[config.mk]
export PLATFORM = sky130hd
export DESIGN_NAME = a2d_rr_sched
export DESIGN_NICKNAME = d
export VERILOG_FILES = /design/src/rtl/a2d_rr_sched.sv
export SDC_FILE = /design/constraint.sdc
export NUM_CORES = 1
export LEC_CHECK = 0
export BUFFER_PORTS_ARGS = -buffer_cell sky130_fd_sc_hd__buf_4
export CAP_MARGIN = 5
export CORE_ASPECT_RATIO = 0.7
export CORE_MARGIN = 2
export CORE_UTILIZATION = 55
export CTS_CLUSTER_SIZE = 16
export DETAILED_ROUTE_END_ITERATION = 10
export GPL_TIMING_DRIVEN = 1
export PLACE_DENSITY_LB_ADDON = 0.12
export SETUP_SLACK_MARGIN = 0.1
export SLEW_MARGIN = 20
export SYNTH_ARGS = -nofsm -noshare
export SYNTH_HDL_FRONTEND = slang
export SYNTH_SLANG_ARGS = --single-unit
[constraint.sdc]
create_clock -name clk -period 5 [get_ports clk]
set_input_delay 0 -clock clk [delete_from_list [all_inputs] [get_ports clk]]
set_output_delay 0 -clock clk [all_outputs]
set_load 0.03 [all_outputs]
[src/rtl/a2d_rr_sched.sv]
// rtl/a2d_rr_sched.sv - round-robin A2D conversion scheduler driving a shared SPI master
//
// Each nxt strobe runs one two-transaction SPI exchange for the channel selected
// by ptr: a command word, GAP_CYCLES idle cycles, then a read-back whose low
// 12 bits land in that channel's holding register.
//
// Ports:
//   clk, rst_n      clock, synchronous active-low reset
//   nxt             start a conversion of the current channel (ignored while busy)
//   done, rd_data   SPI master completion pulse and read data valid with it
//   wrt, cmd        SPI transaction start pulse and the word to send
//   lft_ld, rght_ld, steer_pot, batt   per-sensor holding registers
//   ch_vld          a holding register was just updated
//   busy            a conversion is in progress
//   tmo_err         a transaction was abandoned because done never arrived
module a2d_rr_sched #(
    parameter int GAP_CYCLES = 2,
    parameter int TMO_CYCLES = 4096
) (
    input  logic        clk,
    input  logic        rst_n,
    input  logic        nxt,
    input  logic        done,
    input  logic [15:0] rd_data,
    output logic        wrt,
    output logic [15:0] cmd,
    output logic [11:0] lft_ld,
    output logic [11:0] rght_ld,
    output logic [11:0] steer_pot,
    output logic [11:0] batt,
    output logic        ch_vld,
    output logic        busy,
    output logic        tmo_err
);

    localparam int CW = $clog2(TMO_CYCLES);
    localparam logic [CW-1:0] TMO_LAST = CW'(TMO_CYCLES - 1);
    localparam logic [CW-1:0] GAP_LAST = CW'(GAP_CYCLES - 1);
    localparam logic [15:0]   RD_WORD  = 16'hDA00;

    typedef enum logic [2:0] {
        IDLE, CMD, WAIT1, GAP, READ, WAIT2, STORE
    } state_t;

    state_t        state_q, state_d;
    logic [1:0]    ptr_q, ptr_d;
    logic [CW-1:0] cnt_q, cnt_d;
    logic [11:0]   cap_q, cap_d;
    logic [11:0]   lft_q, lft_d;
    logic [11:0]   rght_q, rght_d;
    logic [11:0]   steer_q, steer_d;
    logic [11:0]   batt_q, batt_d;
    logic          wrt_q, wrt_d;
    logic [15:0]   cmd_q, cmd_d;
    logic          ch_vld_q, ch_vld_d;
    logic          busy_q, busy_d;
    logic          tmo_err_q, tmo_err_d;

    // Only the 12-bit conversion result is meaningful in the read word.
    logic unused_rd_hi;
    assign unused_rd_hi = ^rd_data[15:12];

    function automatic logic [2:0] ch_map(input logic [1:0] p);
        case (p)
            2'd0:    ch_map = 3'd0;
            2'd1:    ch_map = 3'd4;
            2'd2:    ch_map = 3'd5;
            default: ch_map = 3'd6;
        endcase
    endfunction

    always_comb begin
        state_d   = state_q;
        ptr_d     = ptr_q;
        cnt_d     = cnt_q;
        cap_d     = cap_q;
        lft_d     = lft_q;
        rght_d    = rght_q;
        steer_d   = steer_q;
        batt_d    = batt_q;
        wrt_d     = 1'b0;
        cmd_d     = cmd_q;
        ch_vld_d  = 1'b0;
        tmo_err_d = 1'b0;

        case (state_q)
            IDLE: begin
                if (nxt) begin
                    // wrt/cmd are registered, so they are presented during the CMD cycle.
                    state_d = CMD;
                    wrt_d   = 1'b1;
                    cmd_d   = {2'b00, ch_map(ptr_q), 11'h000};
                end
            end
            CMD: begin
                state_d = WAIT1;
                cnt_d   = '0;
            end
            WAIT1: begin
                // done wins over a timeout landing in the same cycle.
                if (done) begin
                    state_d = GAP;
                    cnt_d   = '0;
                end else if (cnt_q == TMO_LAST) begin
                    state_d   = IDLE;
                    ptr_d     = ptr_q + 2'd1;
                    tmo_err_d = 1'b1;
                end else begin
                    cnt_d = cnt_q + 1'b1;
                end
            end
            GAP: begin
                if (cnt_q == GAP_LAST) begin
                    state_d = READ;
                    wrt_d   = 1'b1;
                    cmd_d   = RD_WORD;
                end else begin
                    cnt_d = cnt_q + 1'b1;
                end
            end
            READ: begin
                state_d = WAIT2;
                cnt_d   = '0;
            end
            WAIT2: begin
                if (done) begin
                    state_d = STORE;
                    cap_d   = rd_data[11:0];
                end else if (cnt_q == TMO_LAST) begin
                    state_d   = IDLE;
                    ptr_d     = ptr_q + 2'd1;
                    tmo_err_d = 1'b1;
                end else begin
                    cnt_d = cnt_q + 1'b1;
                end
            end
            STORE: begin
                case (ptr_q)
                    2'd0:    lft_d   = cap_q;
                    2'd1:    rght_d  = cap_q;
                    2'd2:    steer_d = cap_q;
                    default: batt_d  = cap_q;
                endcase
                ch_vld_d = 1'b1;
                ptr_d    = ptr_q + 2'd1;
                state_d  = IDLE;
            end
            default: state_d = IDLE;
        endcase

        busy_d = (state_d != IDLE);
    end

    always_ff @(posedge clk) begin
        if (!rst_n) begin
            state_q   <= IDLE;
            ptr_q     <= '0;
            cnt_q     <= '0;
            cap_q     <= '0;
            lft_q     <= '0;
            rght_q    <= '0;
            steer_q   <= '0;
            batt_q    <= '0;
            wrt_q     <= 1'b0;
            cmd_q     <= '0;
            ch_vld_q  <= 1'b0;
            busy_q    <= 1'b0;
            tmo_err_q <= 1'b0;
        end else begin
            state_q   <= state_d;
            ptr_q     <= ptr_d;
            cnt_q     <= cnt_d;
            cap_q     <= cap_d;
            lft_q     <= lft_d;
            rght_q    <= rght_d;
            steer_q   <= steer_d;
            batt_q    <= batt_d;
            wrt_q     <= wrt_d;
            cmd_q     <= cmd_d;
            ch_vld_q  <= ch_vld_d;
            busy_q    <= busy_d;
            tmo_err_q <= tmo_err_d;
        end
    end

    assign wrt       = wrt_q;
    assign cmd       = cmd_q;
    assign lft_ld    = lft_q;
    assign rght_ld   = rght_q;
    assign steer_pot = steer_q;
    assign batt      = batt_q;
    assign ch_vld    = ch_vld_q;
    assign busy      = busy_q;
    assign tmo_err   = tmo_err_q;

endmodule

==> metrics.cfg, run 1 <==
[run_status]
status=complete, no violations

[drt]
drc=0
num_vias=3509
wirelength_um=9492
vias_per_cell=5.517
first_pass_iters=5
drt-initial-drc-count=260
ant_nets=0
wl_per_cell_um=14.92

[sta]
fin_worst_skew_ns=0.009569
rsz0062_at_grt=no
final_hold_viol_count=0
setup_viol=0
min_period_over_period_pct=48.09
fmax_mhz=415.9
finalSetupTns_ns=0
fin_crit_ns=2.405
tightestPinTransition_ns=0.8514
maxSlewViolCount=0
relSlewSlack_pct=42.44
layout_setup_ws_ns=2.595

[synth]
netlist.area_leader.share_pct=46.34
synth_largest_area_cell=dfxtp_1
yosys_register_bits=85
synth_fa_ha_area_share_pct=2.385
synthTopCellsByArea=dfxtp_1, nand2_1, a21oi_1, buf_4, ha_1
synth_area_sq_um=3672
synth_simple_gate_area_share_pct=26.41
synth_top_family_by_area=simple AND/OR/NAND/NOR gates
postSynthAreaPerCell_sq_um=7.813
yosysSeqAreaShare_pct=46.34
syn_inst=470
ys_types=45
synthMuxAreaShare_pct=0
ys_warn_count=0
synth_compound_area_share_pct=17.65
synth-xor-area-share_pct=0.2385

[worst_hold_path]
worst_hold_startpoint=nxt
hold_class=in2reg

[critical_path]
critPathRequiredTime_ns=5.27
crit_path_top_delay_cell=dfxtp_1
end_kind=register
start_kind=register
cp_max_fo=20
path_cells=nand3b_1, and4b_1, or2_1, o21ai_0, a211oi_1
startpoint=state_q[1]
crit_buf_inv=0
reg2reg_from=state_q[1]
crit_type=reg2reg
arrival_ns=2.67
cpPeakStageDelay_ns=0.67
crit_family=simple AND/OR/NAND/NOR gates

[die]
initial_core_util_pct=57.96
ios=88
core-area_sq_um=6336
chipHeight_um=72.37
die_w_um=101.7
dieArea_sq_um=7357
fp-row-count=24

[pwr]
p_leak_uw=0.001711
clkPwrFrac_pct=37.3
switching_power_uw=349.2
swShare_pct=26.57
p_seq_share_pct=53.0
combPwrFrac_pct=9.7
p_int_uw=964.8
power_density_nw_per_um2=291.6
ir_drop_v=0.0001873

[final_layout]
layout-drive-gt1-share_pct=17.65
fin_nets=566
layout_common_cells=nand2_1, dfxtp_1, buf_4, a21oi_1, nor2_1
n_fill_cell=515
multi_input_area_sq_um=1752
final_util_pct=71.11
register_area_sq_um=1702
layout_commonest_cell=nand2_1
syn_to_final_growth_pct=22.69

[clocking]
cts_tree=yes
clkSinkCount=85
clk_path_buf_depth=2
cts_setup_buffers=0
clockRootBuffer=clkbuf_8
ctsHtreeMaxLevel=3
numCtsBuffers=9
cts.clk_slew.worst_paths_ns=0.09
clkLatencyLatePin_ns=0.35

[placement]
dp_slack_ns=2.673
routabilityCongestion=0.9132
port-buffer-count=73
hpwl_um=6523

[grt]
grt_pass1_wl_um=15010
grt_antenna_before_repair=0
grt_overflow=0
grtUsageTotal_pct=26.40
first_global_vias=3030
grt_start_max_net_pins=57

[flow_run]
max-cap-violations=0

==> metrics by stage <==
stage	instances	instance area (sq um)	total power [uW]	hold slack, ns
after global routing	635	4503	1360	0.07644
final	636	4506	1314	0.05573
after CTS	635	4503	1319	0.03392
after detailed placement	606	4175	829.1	0.2605
after global placement	606	4175	826.9	0.2527
after floorplan	479	3706	803.8	0.1360
==> path summary, 6_finish.rpt <==
kind,to,slack [ns],cells past startpoint
setup / recovery,cnt_q[10],2.60,5
hold reg to reg,steer_pot[9],0.46,2
setup reg to reg,cnt_q[10],2.60,5
hold / removal,cmd[13],0.06,4
==> Yosys cell counts, drive strengths merged <==
master,count
nor2,18
o2bb2ai,2
o21ai,14
and4b,1
nand3,8
o221a,2
or3,3
ha,7
nand2b,4
conb,1
buf,21
and2,4
nand4,4
o31ai,3
and3,3
nor2b,2
nor4bb,1
a31oi,6
a41oi,1
a221oi,1
nand2,140
o31a,2
o41ai,1
nor3b,1
and4,1
inv,12
a21oi,72
nor4b,2
or2,1
o211a,2
nand3b,5
dfxtp,85
xnor2,1
nor4,4
nor3,11
a211oi,3
o32ai,2
a22oi,1
clkbuf,18
==> flip-flops by register name (all words and copies together), names as in the netlist, 2 cells and up <==
signal	flops
ptr_q	2
state_q	3
lft_ld	12
cnt_q	12
steer_pot	12
cap_q	12
batt	12
cmd	4
rght_ld	12
==> power by group through the flow <==
stage	sequential, uW	combinational, uW	clock [uW]
after floorplan	713	90.5	0
after global placement	712	115	0
after detailed placement	712	117	0
after CTS	696	125	497
after global routing	699	138	523
final	696	128	490
==> kinds of logic (layout without fill, tap and decap cells) <==
logic type | after synthesis | after routing
and+or+nand+nor | 213 | 213
AOI/OAI and AO/OA | 112 | 112
DFF | 85 | 85
buffers and inverters | 51 | 116
adders and majority gates | 7 | 7
other | 1 | 11
xor gates and xnor gates | 1 | 1
==> cell type report <==
type | instances | share of cell area, %
Clock inverter | 6 | 1.555
Antenna cell | 1 | 0.05554
Timing Repair Buffer | 88 | 15.38
Clock buffer | 10 | 2.833
Inverter | 12 | 0.9997
Sequential cell | 85 | 37.77
Multi-Input combinational cell | 343 | 38.88
Tap cell | 91 | 2.527
==> repair_timing <==
action,4_1_cts,5_1_grt
hold endpoints to repair,18,0
hold buffers,13,0
endpoints found under the setup margin,0,0
gates resized for setup,0,0
==> layer usage <==
layer / vias up / part of all wire [%] / global-route usage, %
li1: 1705 / - / -
met4: 0 / 1.2 / 8.408
met3: 16 / 8.7 / 4.913
met2: 169 / 45 / 38.45
met1: 1619 / 45 / 39.51
met5: - / 0 / 0
==> worst reg2reg max path, delay by kind of cell, from the launching register on <==
| family | cells | cell delay [ns] |
|---|---|---|
| AND/OR/NAND/NOR | 3 | 1.28 |
| AO/OA/AOI/OAI | 2 | 0.37 |
| flip-flops | 1 | 0.67 |
Power figures use the tool's default switching activity.
==> run 2: changes to the inputs <==
- CORE_UTILIZATION: 55 -> 53
- clock period: 5 -> 2.5 ns (I/O delays scaled with it)
==> metrics.cfg, run 2 (synthesis results as in run 1) <==
[run_status]
status=complete, no violations

[drt]
num_vias=3531  ; +0.63%
first_pass_iters=4  ; -1
wirelength_um=9650  ; +1.7%
vias_per_cell=5.500  ; -0.31%
wl_per_cell_um=15.03  ; +0.71%
drc=0  ; unchanged
ant_nets=0  ; unchanged
drt-initial-drc-count=215  ; -17%

[sta]
finalSetupTns_ns=0  ; unchanged
relSlewSlack_pct=47.38  ; +4.9 points
min_period_over_period_pct=90.17  ; +42 points
fmax_mhz=443.6  ; +6.7%
tightestPinTransition_ns=0.7783  ; -0.07306 ns
setup_viol=0  ; unchanged
maxSlewViolCount=0  ; unchanged
rsz0062_at_grt=no
fin_worst_skew_ns=0.01064  ; +0.001071 ns
fin_crit_ns=2.254  ; -0.1503 ns
final_hold_viol_count=0  ; unchanged
holdWs_ns=0.03025  ; -0.02548 ns

[final_layout]
syn_to_final_growth_pct=23.30
layout-drive-gt1-share_pct=18.61  ; +0.97 points
layout_common_cells=nand2_1, dfxtp_1, buf_4, a21oi_1, nor2_1
fin_nets=570  ; +0.71%
diodes=0  ; -1
layout_commonest_cell=nand2_1

[clocking]
clockRootBuffer=clkbuf_8
clkSinkCount=85  ; unchanged
cts_tree=yes
ctsHtreeMaxLevel=3  ; unchanged
clkLatencyLatePin_ns=0.36  ; about the same
numCtsBuffers=9  ; unchanged
cts.clk_slew.worst_paths_ns=0.09  ; about the same
clk_path_buf_depth=2  ; unchanged
cts_setup_buffers=0  ; unchanged

[grt]
grt_start_max_net_pins=42  ; -26%
grt_pass1_wl_um=15170  ; +1.1%
grt-busiest-layer=met2
grtUsageTotal_pct=26.10  ; -0.30 points
use_met1_pct=36.97  ; -2.5 points
grt_util_met3_pct=7.992  ; +3.1 points
grt_overflow=0  ; unchanged
grt_antenna_before_repair=0  ; unchanged
grtUsageMet2_pct=38.06  ; -0.39 points
first_global_vias=3195  ; +5.4%

[worst_hold_path]
hold_class=in2reg
hold_end=cmd[13]
worst_hold_startpoint=nxt
whs_path_depth=4  ; unchanged

[placement]
port-buffer-count=73  ; unchanged
routabilityCongestion=0.9091  ; -0.45%
hpwl_um=6570  ; +0.73%

[pwr]
ir_drop_v=0.0004134  ; +120%
p_leak_uw=0.001729  ; +1.1%
power_density_nw_per_um2=573.6  ; +97%

[critical_path]
critPathRequiredTime_ns=2.74  ; -2.53 ns
end_kind=register
ff2ff_path_depth=6  ; +1
r2r_slack_ns=0.25  ; -2.35 ns
start_kind=register
crit_type=reg2reg
r2r-end=busy
cp_max_fo=8  ; -60%
reg2reg_from=cnt_q[0]
arrival_ns=2.50  ; -0.17 ns

[die]
chipHeight_um=73.65  ; +1.8%
dieArea_sq_um=7622  ; +3.6%
die_w_um=103.5  ; +1.8%
fp-row-count=25  ; +4.2%
initial_core_util_pct=54.60  ; -3.4 points
ios=88  ; unchanged
core-area_sq_um=6725  ; +6.1%

[flow_run]
max-cap-violations=0  ; unchanged

==> run 2: cell count changes in the layout (fill, tap and decap cells not counted), sizes merged <==
cell	change
bufinv	-1
buf	+4
clkinv	-2
inv	+4
clkbuf	-1
diode	-1
==> run 2: layer usage <==
layer	share of wire (%)	vias to the layer above	wire length, um
met2	43	165	4162
li1	-	1719	-
met4	1.6	0	152
met1	47	1628	4513
met3	8.5	19	821
met5	0	-	0
==> run 2: repair_timing <==
| item | 4_1_cts | 5_1_grt |
|---|---|---|
| endpoints found under the setup margin | 0 | 4 |
| resized for setup | 0 | 1 |
| hold endpoints to repair | 21 | 0 |
| hold buffers | 13 | 0 |
==> run 2: through the flow <==
stage	setup WS [ns]	cell area [sq um]	power, uW	cells	util (%)
after global routing	0.1315	4528	2695	642	67.33
after detailed placement	0.2695	4209	1667	613	62.59
after global placement	0.3029	4209	1666	613	62.59
final	0.2458	4528	2597	642	67.33
after floorplan	0.5743	3706	1608	479	-
after CTS	0.2496	4526	2604	642	67.29
==> run 2: final cells by class <==
type,instances,area (sq um)
Clock buffer,9,123.9
Clock inverter,7,62.56
Fill cell,562,2197
Inverter,12,45.04
Multi-Input combinational cell,343,1754
Sequential cell,85,1702
Tap cell,94,117.6
Timing Repair Buffer,92,723.2
==> run 2: worst max-delay path: stages, from the launching register on <==
cell,delay (ns)
dfxtp_1,0.44
ha_1,0.30
nand4_4,0.19
nor4_1,0.54
o221a_1,0.28
nor2_1,0.04
or3_1,0.36
==> run 2: worst max-delay path by stage <==
stage          startpoint   endpoint  slack (ns)  cells after the start
4_1_cts          cnt_q[0]  cnt_q[10]        0.25                      6
3_5_place_dp     cnt_q[0]       busy        0.27                      6
3_3_place_gp     cnt_q[0]  cnt_q[10]        0.30                      6
2_1_floorplan    cnt_q[0]       busy        0.57                      6
5_1_grt          cnt_q[0]       busy        0.13                      6
6_report         cnt_q[0]       busy        0.25                      6
==> run 2: power by group <==
group | switching [uW] | internal [uW] | leakage [uW]
Sequential | 20.0 | 1370 | 0.000686
Combinational | 172 | 101 | 0.000945
Clock | 548 | 388 | 0.0000988
Total | 740 | 1860 | 0.00173
